File: src/rtl/spi_periph_pkg.sv
// Shared types and helpers for the SPI register-file peripheral.
// Holds the FSM encoding, the R/W bit values and the frame-length function.
package spi_periph_pkg;

    typedef enum logic [1:0] {
        ST_IDLE = 2'd0,
        ST_CMD  = 2'd1,
        ST_DATA = 2'd2,
        ST_DONE = 2'd3
    } state_t;

    localparam logic RW_WRITE = 1'b1;
    localparam logic RW_READ  = 1'b0;

    function automatic int frame_len(input int addr_w, input int data_w);
        return 1 + addr_w + data_w;
    endfunction

endpackage

File: src/rtl/spi_pin_sync.sv
// Multi-flop synchroniser for one asynchronous pin.
// Provides the synchronised level and single-cycle rise/fall pulses.
module spi_pin_sync #(
    parameter int   SYNC_STAGES = 2,
    parameter logic RESET_VAL   = 1'b0
) (
    input  logic clk,
    input  logic rst,
    input  logic pin,
    output logic level,
    output logic rise,
    output logic fall
);

    logic [SYNC_STAGES-1:0] stages;

    always_ff @(posedge clk or negedge rst) begin
        if (!rst) begin
            stages <= {SYNC_STAGES{RESET_VAL}};
        end else begin
            stages <= {stages[SYNC_STAGES-2:0], pin};
        end
    end

    // Edges compare the two oldest stages; the newer of the pair is stages[SYNC_STAGES-2].
    assign level = stages[SYNC_STAGES-1];
    assign rise  = stages[SYNC_STAGES-2] & ~stages[SYNC_STAGES-1];
    assign fall  = ~stages[SYNC_STAGES-2] & stages[SYNC_STAGES-1];

endmodule

File: src/rtl/spi_regfile_peripheral.sv
// SPI mode-0 peripheral exposing a bank of control registers.
// Frame is R/W bit, address, data (MSB first); reads shift the addressed register out on CIPO.
module spi_regfile_peripheral
    import spi_periph_pkg::*;
#(
    parameter int DATA_W      = 8,
    parameter int ADDR_W      = 7,
    parameter int NUM_REGS    = 5,
    parameter int SYNC_STAGES = 2
) (
    input  logic                       clk,
    input  logic                       rst,
    input  logic                       SCLK,
    input  logic                       COPI,
    input  logic                       nCS,
    output logic                       CIPO,
    output logic                       CIPO_oe,
    output logic [NUM_REGS*DATA_W-1:0] reg_q,
    output logic [NUM_REGS-1:0]        wr_strobe,
    output logic                       frame_err
);

    localparam int FRAME_LEN = frame_len(ADDR_W, DATA_W);
    localparam int ADDR_END  = 1 + ADDR_W;
    localparam int CNT_W     = $clog2(FRAME_LEN + 1);

    logic sclk_level, sclk_rise, sclk_fall;
    logic copi_level, copi_rise, copi_fall;
    logic ncs_level, ncs_rise, ncs_fall;

    spi_pin_sync #(.SYNC_STAGES(SYNC_STAGES), .RESET_VAL(1'b0)) u_sync_sclk (
        .clk(clk), .rst(rst), .pin(SCLK),
        .level(sclk_level), .rise(sclk_rise), .fall(sclk_fall)
    );

    spi_pin_sync #(.SYNC_STAGES(SYNC_STAGES), .RESET_VAL(1'b0)) u_sync_copi (
        .clk(clk), .rst(rst), .pin(COPI),
        .level(copi_level), .rise(copi_rise), .fall(copi_fall)
    );

    spi_pin_sync #(.SYNC_STAGES(SYNC_STAGES), .RESET_VAL(1'b1)) u_sync_ncs (
        .clk(clk), .rst(rst), .pin(nCS),
        .level(ncs_level), .rise(ncs_rise), .fall(ncs_fall)
    );

    logic unused_sync;
    assign unused_sync = &{1'b0, sclk_level, copi_rise, copi_fall, ncs_level};

    state_t                state, state_d;
    logic [CNT_W-1:0]      bit_cnt;
    logic [FRAME_LEN-1:0]  rx_shift;
    logic [DATA_W-1:0]     tx_shift;
    logic [ADDR_W-1:0]     addr;
    logic                  rw;
    logic                  cipo_oe_r;
    logic [DATA_W-1:0]     regs [NUM_REGS];

    logic                  start_frame, abort_frame, latch_addr, end_frame;
    logic                  full_cnt, sample_bit, shift_tx;
    logic [ADDR_W-1:0]     addr_field;
    logic                  rw_field;
    logic [DATA_W-1:0]     rd_word;

    assign addr_field = rx_shift[ADDR_W-1:0];
    assign rw_field   = rx_shift[ADDR_W];
    assign full_cnt   = (bit_cnt == CNT_W'(FRAME_LEN));
    assign sample_bit = (state inside {ST_CMD, ST_DATA}) && sclk_rise && !full_cnt && !ncs_rise;
    // The fall right after the last address bit must not shift, or the MSB would never be seen.
    assign shift_tx   = (state == ST_DATA) && (rw == RW_READ) && sclk_fall
                        && (bit_cnt > CNT_W'(ADDR_END));

    always_comb begin
        rd_word = '0;
        for (int i = 0; i < NUM_REGS; i++) begin
            if (int'(addr_field) == i) rd_word = regs[i];
        end
    end

    always_ff @(posedge clk or negedge rst) begin
        if (!rst) state <= ST_IDLE;
        else      state <= state_d;
    end

    always_comb begin
        state_d     = state;
        start_frame = 1'b0;
        abort_frame = 1'b0;
        latch_addr  = 1'b0;
        end_frame   = 1'b0;
        case (state)
            ST_IDLE: begin
                if (ncs_fall) begin
                    state_d     = ST_CMD;
                    start_frame = 1'b1;
                end
            end
            ST_CMD: begin
                if (ncs_rise) begin
                    state_d     = ST_IDLE;
                    abort_frame = 1'b1;
                end else if (bit_cnt == CNT_W'(ADDR_END)) begin
                    state_d    = ST_DATA;
                    latch_addr = 1'b1;
                end
            end
            ST_DATA: begin
                if (ncs_rise) begin
                    state_d     = ST_IDLE;
                    abort_frame = 1'b1;
                end else if (full_cnt) begin
                    state_d   = ST_DONE;
                    end_frame = 1'b1;
                end
            end
            ST_DONE: begin
                if (ncs_rise) state_d = ST_IDLE;
            end
            default: state_d = ST_IDLE;
        endcase
    end

    always_ff @(posedge clk or negedge rst) begin
        if (!rst) begin
            bit_cnt   <= '0;
            rx_shift  <= '0;
            tx_shift  <= '0;
            addr      <= '0;
            rw        <= RW_READ;
            cipo_oe_r <= 1'b0;
            wr_strobe <= '0;
            frame_err <= 1'b0;
            for (int i = 0; i < NUM_REGS; i++) regs[i] <= '0;
        end else begin
            wr_strobe <= '0;
            frame_err <= abort_frame;

            if (start_frame) begin
                bit_cnt   <= '0;
                rx_shift  <= '0;
                tx_shift  <= '0;
                addr      <= '0;
                rw        <= RW_READ;
                cipo_oe_r <= 1'b0;
            end else if (sample_bit) begin
                bit_cnt  <= bit_cnt + 1'b1;
                rx_shift <= {rx_shift[FRAME_LEN-2:0], copi_level};
            end

            if (latch_addr) begin
                addr <= addr_field;
                rw   <= rw_field;
                if (rw_field == RW_READ) begin
                    tx_shift  <= rd_word;
                    cipo_oe_r <= 1'b1;
                end
            end else if (shift_tx) begin
                tx_shift <= {tx_shift[DATA_W-2:0], 1'b0};
            end

            // Whole-word update from the finished frame; out-of-range addresses match nothing.
            if (end_frame) begin
                tx_shift <= '0;
                for (int i = 0; i < NUM_REGS; i++) begin
                    if (rw == RW_WRITE && int'(addr) == i) begin
                        regs[i]      <= rx_shift[DATA_W-1:0];
                        wr_strobe[i] <= 1'b1;
                    end
                end
            end

            if (abort_frame || (state == ST_DONE && ncs_rise)) cipo_oe_r <= 1'b0;
        end
    end

    for (genvar g = 0; g < NUM_REGS; g++) begin : g_reg_q
        assign reg_q[g*DATA_W +: DATA_W] = regs[g];
    end

    assign CIPO    = cipo_oe_r & tx_shift[DATA_W-1];
    assign CIPO_oe = cipo_oe_r;

endmodule

File: config.mk
export PLATFORM = sky130hd
export DESIGN_NAME = spi_regfile_peripheral
export DESIGN_NICKNAME = d
export VERILOG_FILES = /design/src/rtl/spi_periph_pkg.sv /design/src/rtl/spi_pin_sync.sv /design/src/rtl/spi_regfile_peripheral.sv
export SDC_FILE = /design/constraint.sdc
export NUM_CORES = 1
export LEC_CHECK = 0
export CAP_MARGIN = 15
export CORE_UTILIZATION = 45
export CTS_CLUSTER_DIAMETER = 40
export CTS_CLUSTER_SIZE = 28
export DETAILED_ROUTE_END_ITERATION = 8
export GPL_TIMING_DRIVEN = 0
export PLACE_DENSITY = 0.7
export SYNTH_ARGS = -nofsm -noshare
export SYNTH_HDL_FRONTEND = slang
export SYNTH_SLANG_ARGS = --single-unit
export TNS_END_PERCENT = 100
File: constraint.sdc
create_clock -name clk -period 2.3 [get_ports clk]
set_clock_uncertainty 0.1 [all_clocks]
set_input_delay 0.23 -clock clk [delete_from_list [all_inputs] [get_ports clk]]
set_output_delay 0.23 -clock clk [all_outputs]
set_load 0.01 [all_outputs]
# After elaboration in Yosys (flattened, before gate mapping)
# Cells that the tools add are included.
classes:
  n_reduce_logical: 28
  magnitude_cmp: 1
  eq_ne: 17
  n_mux: 45
  add_sub_neg: 1
  n_bitwise: 10
op_table:
  columns: ["op", "n"]
  rows:
  - ["$mux 8", 12]
  - ["$eq 7x3->1 const B", 4]
  - ["$mux 1", 21]
  - ["$mux 5", 3]
  - ["$eq 7x2->1 const B", 2]
  - ["$eq 7x4->1 const B", 2]
  - ["$logic_not 7->1", 2]
  - ["$mux 7", 2]
  - ["$logic_and 1x1->1", 12]
  - ["$mux 2", 6]
  - ["$reduce_and 2->1", 5]
  - ["$pmux 2 s4", 1]
  - ["$reduce_bool 2->1", 3]
  - ["$add 5x1->5 const B", 1]
  - ["$and 1x1->1", 5]
  - ["$eq 5x4->1 const B", 1]
  - ["$eq 5x5->1 const B", 1]
  - ["$gt 5x4->1 const B", 1]
  - ["$not 1->1", 5]
  - ["$eq 2x2->1 const B", 2]
  - ["$ne 2x2->1 const B", 2]
  - ["$reduce_and 4->1", 1]
  - ["$ne 3x2->1 const B", 1]
  - ["$ne 3x3->1 const B", 1]
  - ["other kinds (5)", 6]
word_totals:
  regBits: 84
  wordCells: 119
  in_bits: 5
  out_inout_bits: 48

# Depth between registers and ports, before layout
logic_depth:
  word_depth: 9
  mapped_depth: 9
  mapped_depth_nobuf: 7

# Modules after synthesis
# Synthesis repeated with hierarchy kept, for this count alone.
unflattened:
  hier_cells: 327
  area_unflattened_um2: 3890.0
by_module_without_submodules:
  columns: ["module", "cells_each", "seq_area_each_um2", "instances", "area_each_um2"]
  rows:
  - ["spi_regfile_peripheral", 315, 1951.9, 1, 3692.3]
  - ["spi_pin_sync at u_sync_copi ...", 4, 50.0, 2, 65.1]
  - ["spi_pin_sync at u_sync_ncs", 4, 52.6, 1, 67.6]

# Worst setup path after synthesis
# OpenSTA, ideal clock, no wires.
synth_path:
  path_kind: "register to register"
  startpoint: "reg bit_cnt[0]"
  endpoint: "reg regs (netlist bit reg_q[10])"
  n_path_buf: 1
  required_time_ns: 2.075
  setup_time_ns: 0.125
  stages_incl_launch_ff: 9
  slack_ns: -0.115
  t_arrival_ns: 2.191
  synth_period_minus_slack_ns: 2.415
  cell_sequence: "dfrtp_1 inv_1 ha_1 and4bb_2 nand3_4 or3_1 buf_6 nor3b_4 mux2_2"
synth_via:
  elab_chain_cells: 5
synth_rtl:
  columns: ["item", "line", "source"]
  rows:
  - ["start, declared", "spi_regfile_peripheral.sv:50", "logic [CNT_W-1:0] bit_cnt;"]
  - ["start signal, assigned", "spi_regfile_peripheral.sv:145", "bit_cnt <= bit_cnt + 1'b1;"]
  - ["$eq 5x5->1", "spi_regfile_peripheral.sv:66", "assign full_cnt = (bit_cnt == CNT_W'(FRAME_LEN));"]
  - ["$mux 1", "spi_regfile_peripheral.sv:110", "end else if (full_cnt) begin"]
  - ["$mux 1", "spi_regfile_peripheral.sv:107", "if (ncs_rise) begin"]
  - ["$mux 1", "spi_regfile_peripheral.sv:90", "case (state)"]
  - ["$reduce_and 2->1 (no source line)", null, null]
  - ["end signal, assigned by index", "spi_regfile_peripheral.sv:165", "regs[i] <= rx_shift[DATA_W-1:0];"]
  - ["end, declared", "spi_regfile_peripheral.sv:56", "logic [DATA_W-1:0] regs [NUM_REGS];"]
# No other way between the ends.
# A chain may end at the register's enable or synchronous reset.

# Worst setup path in the final report
layout_path:
  startpoint: "reg bit_cnt[1]"
  endpoint: "reg regs (netlist bit reg_q[20])"
# Same word-level chain as after synthesis.

==> out/qor.json <==
{
  "average_instance_area_after_synthesis": {"value": 12.2, "unit": "sq um"},
  "cp_max_fo": {"value": 4},
  "clock_pin_slew_on_the_worst_setup_and_hold_paths": {"value": 0.09, "unit": "ns"},
  "first_pass_grt_wire_length": {"value": 14300, "unit": "um"},
  "area_growth_syn_to_layout": {"value": 30.5, "unit": "%"},
  "synth.ff_latch_count": {"value": 84},
  "mapped_nets": {"value": 323},
  "routed_wire_length_per_instance": {"value": 17.6, "unit": "um"},
  "grt.busiest_layer": {"value": "met2"},
  "dp_hpwl": {"value": 5730, "unit": "um"},
  "placement.io_buffers": {"value": 52},
  "number_of_global_route_vias_before_repair": {"value": 2696},
  "syn-cell-area": {"value": 3820, "unit": "sq um"},
  "core_area": {"value": 8220, "unit": "sq um"},
  "global_routing_met3_resource_utilization": {"value": 3.80, "unit": "%"},
  "arrival": {"value": 2.61, "unit": "ns"},
  "final-max-slew-violation-count": {"value": 0},
  "final_hold_viol_count": {"value": 0},
  "regToRegEndpoint": {"value": "reg_q[20]"},
  "finalSetupViolations": {"value": 24},
  "fmax": {"value": 407, "unit": "MHz"},
  "synth_common_cells": {"value": "dfrtp_1, mux2_2, nand2_1, nor2_1, o21ai_0"},
  "path_class": {"value": "reg2reg"},
  "critPathLaunchType": {"value": "register"},
  "grt-ovfl-total": {"value": 0},
  "power.density": {"value": 688, "unit": "nW/um^2"},
  "drc": {"value": 0},
  "max_cap_viol_count": {"value": 0},
  "initial_antenna_violation_count": {"value": 0},
  "p_leak": {"value": 2.19, "unit": "nW"},
  "synth_top_cells_by_area": {"value": "dfrtp_1, mux2_2, mux4_2, nand2_1, mux2i_1"},
  "initialDrtViolationCount": {"value": 209},
  "fp.dieArea": {"value": 8860, "unit": "sq um"},
  "routed_wl": {"value": 8800, "unit": "um"},
  "globalplace.congestion": {"value": 0.777},
  "netlist_instances": {"value": 312},
  "detailedRoute.firstPassIterationCount": {"value": 4},
  "pre_cts_slack": {"value": -0.465, "unit": "ns"},
  "drive_gt1_share": {"value": 25.6, "unit": "%"},
  "grt_max_degree": {"value": 73},
  "htree_num_levels": {"value": 3},
  "via_per_inst": {"value": 5.42},
  "cp-end-kind": {"value": "register"},
  "grtUsageMet2": {"value": 33.0, "unit": "%"},
  "clockRootBuffer": {"value": "clkbuf_8"},
  "tritoncts.num_buffers": {"value": 9},
  "fin_tns_setup": {"value": -2.42, "unit": "ns"},
  "synthDominantAreaCellType": {"value": "dfrtp_1"},
  "num_rows": {"value": 33},
  "synthMostInstantiatedCell": {"value": "dfrtp_1"},
  "clkSinkCount": {"value": 84},
  "clock_tree.buffer_depth": {"value": 2},
  "synth_ff_type": {"value": "dfrtp_1"},
  "hold_class": {"value": "in2async"},
  "status": {"value": "finished, violations left"},
  "r2r.worst_path.cells": {"value": 9},
  "unrepaired_setup_endpoints_after_global_routing": {"value": "true"},
  "nets": {"value": 400},
  "netlist-cell-type-count": {"value": 46},
  "failed_checks": {"value": "setup timing"},
  "use_met1": {"value": 31.6, "unit": "%"},
  "yosys_warnings": {"value": 0},
  "r2r-start": {"value": "bit_cnt[1]"},
  "clk-insertion-delay-late": {"value": 0.36, "unit": "ns"},
  "post-synth-top-area-fraction": {"value": 53.7, "unit": "%"},
  "timing.slew.headroom": {"value": 57.9, "unit": "%"},
  "route.vias.total": {"value": 2703},
  "postLayoutCellArea": {"value": 4980, "unit": "sq um"},
  "regArea": {"value": 2100, "unit": "sq um"},
  "period_needed": {"value": 2.46, "unit": "ns"},
  "holdWs": {"value": 0.152, "unit": "ns"},
  "multi_input_comb_area": {"value": 1750, "unit": "sq um"},
  "grtUsageTotal": {"value": 21.7, "unit": "%"},
  "io_pins": {"value": 53},
  "synth-edff-count": {"value": 0},
  "filler_cell_count": {"value": 657},
  "chipWidth": {"value": 94.1, "unit": "um"},
  "die_height": {"value": 94.1, "unit": "um"},
  "setup_slack": {"value": -0.157, "unit": "ns"},
  "worst-endpoint-required": {"value": 2.45, "unit": "ns"},
  "finalCritPeriodShare": {"value": 107, "unit": "%"},
  "number_of_nets_still_failing_antenna_checks_after_routing": {"value": 0},
  "placed_cell_area": {"value": 4510, "unit": "sq um"},
  "synthArstFlopShare": {"value": 100, "unit": "%"},
  "max-vdd-ir-drop": {"value": 0.348, "unit": "mV"},
  "floorplan.initialDensity": {"value": 46.5, "unit": "%"},
  "timing_worst_slew_pin_value": {"value": 0.632, "unit": "ns"},
  "antenna_cells_inserted": {"value": 0},
  "cts_tree": {"value": "done"},
  "yosysSeqAreaShare": {"value": 55.1, "unit": "%"},
  "worst-r2r-setup-slack": {"value": -0.16, "unit": "ns"}
}
## metal layers
metal  wire length [um]  vias up
li1                   -     1273
met1               4250     1367
met2               4130       55
met3                329        8
met4                 85        0
met5                  0        -
## power breakdown
part | switching, W | total [W] | internal [W] | leakage (nW)
clock | 0.000572 | 0.00108 | 0.000510 | 0.100
combinational | 0.000458 | 0.000744 | 0.000286 | 0.935
sequential | 0.0000582 | 0.00160 | 0.00154 | 1.15
total | 0.00109 | 0.00343 | 0.00234 | 2.19
## what timing repair did
action                                  4_1_cts  5_1_grt
pin swaps                                     6        4
buffers inserted                              9        2
endpoints found under the setup margin       50       59
endpoints found under the hold margin        82        0
cloned                                        1        1
resized for setup                            27       10
hold buffers                                  1        0
## worst max-delay path: stages (launching register included)
cell      delay [ns]
dfrtp_1         0.39
inv_1           0.06
ha_2            0.17
and4bb_2        0.29
nand3_4         0.08
or3_1           0.32
buf_6           0.15
nor3b_4         0.27
buf_4           0.19
mux2_2          0.32
## final cells by class
| cell class | count | area share, % |
|---|---|---|
| multi-input cells | 205 | 35.1 |
| flip-flops and latches | 84 | 42.2 |
| repair buffers | 67 | 14.0 |
| clock inverters | 7 | 1.48 |
| inverters | 6 | 0.452 |
| clock buffers | 9 | 2.49 |
| plain buffers | 16 | 1.61 |
| well taps | 105 | 2.64 |
## per-stage QoR
| stage | power [W] | utilization (%) | instances |
|---|---|---|---|
| 2_1_floorplan | 0.00212 | - | 312 |
| 3_3_place_gp | 0.00230 | 54.5 | 469 |
| 3_5_place_dp | 0.00232 | 54.9 | 470 |
| 4_1_cts | 0.00343 | 59.8 | 497 |
| 5_1_grt | 0.00359 | 60.7 | 499 |
| 6_report | 0.00343 | 60.7 | 499 |
## state kept, by name (all words and copies together), names as in the netlist
signal,flops
frame_err,1
reg_q,40
u_sync_copi.stages,2
rw,1
state,2
u_sync_sclk.stages,2
CIPO_oe,1
wr_strobe,5
tx_shift,8
rx_shift,8
bit_cnt,5
addr,7
u_sync_ncs.stages,2
## worst max path at each step
stage / slack [ns] / depth (start not counted) / to / startpoint
after floorplan: -0.1 / 8 / reg_q[10] / bit_cnt[0]
after global placement: -2.10 / 1 / reg_q[30] / rst
after detailed placement: -0.47 / 8 / reg_q[10] / bit_cnt[0]
after CTS: -0.19 / 9 / reg_q[20] / bit_cnt[1]
after global routing: -0.25 / 9 / reg_q[20] / bit_cnt[0]
final: -0.16 / 9 / reg_q[20] / bit_cnt[1]
## cell usage in the layout, fill, tap and decap left out, types with 3 or more instances in the layout
cell type	netlist	routed
nand2_1	34	33
buf_4	1	11
ha_1	6	4
clkdlybuf4s50_1	0	51
mux4_2	7	7
mux2i_1	11	11
xor2_1	3	3
mux2_2	40	19
clkbuf_1	13	10
dfrtp_1	82	82
and2_1	3	3
inv_6	0	3
nand3b_1	4	4
nand2b_1	4	4
a221oi_1	7	7
inv_1	6	6
nor3b_4	1	3
mux2_4	0	21
a21oi_1	5	5
clkbuf_8	0	9
o21ai_0	16	16
nor2_1	24	23
a211oi_1	7	7
## kinds of logic after synthesis
kind of cell,synth area share (%)
compound gates,7.11
mux,18.8
buf+inv,2.62
flops,55.1
fa+ha+maj,1.97
simple gates,13.5
xor+xnor,0.918
(Power assumes the default switching activity.)
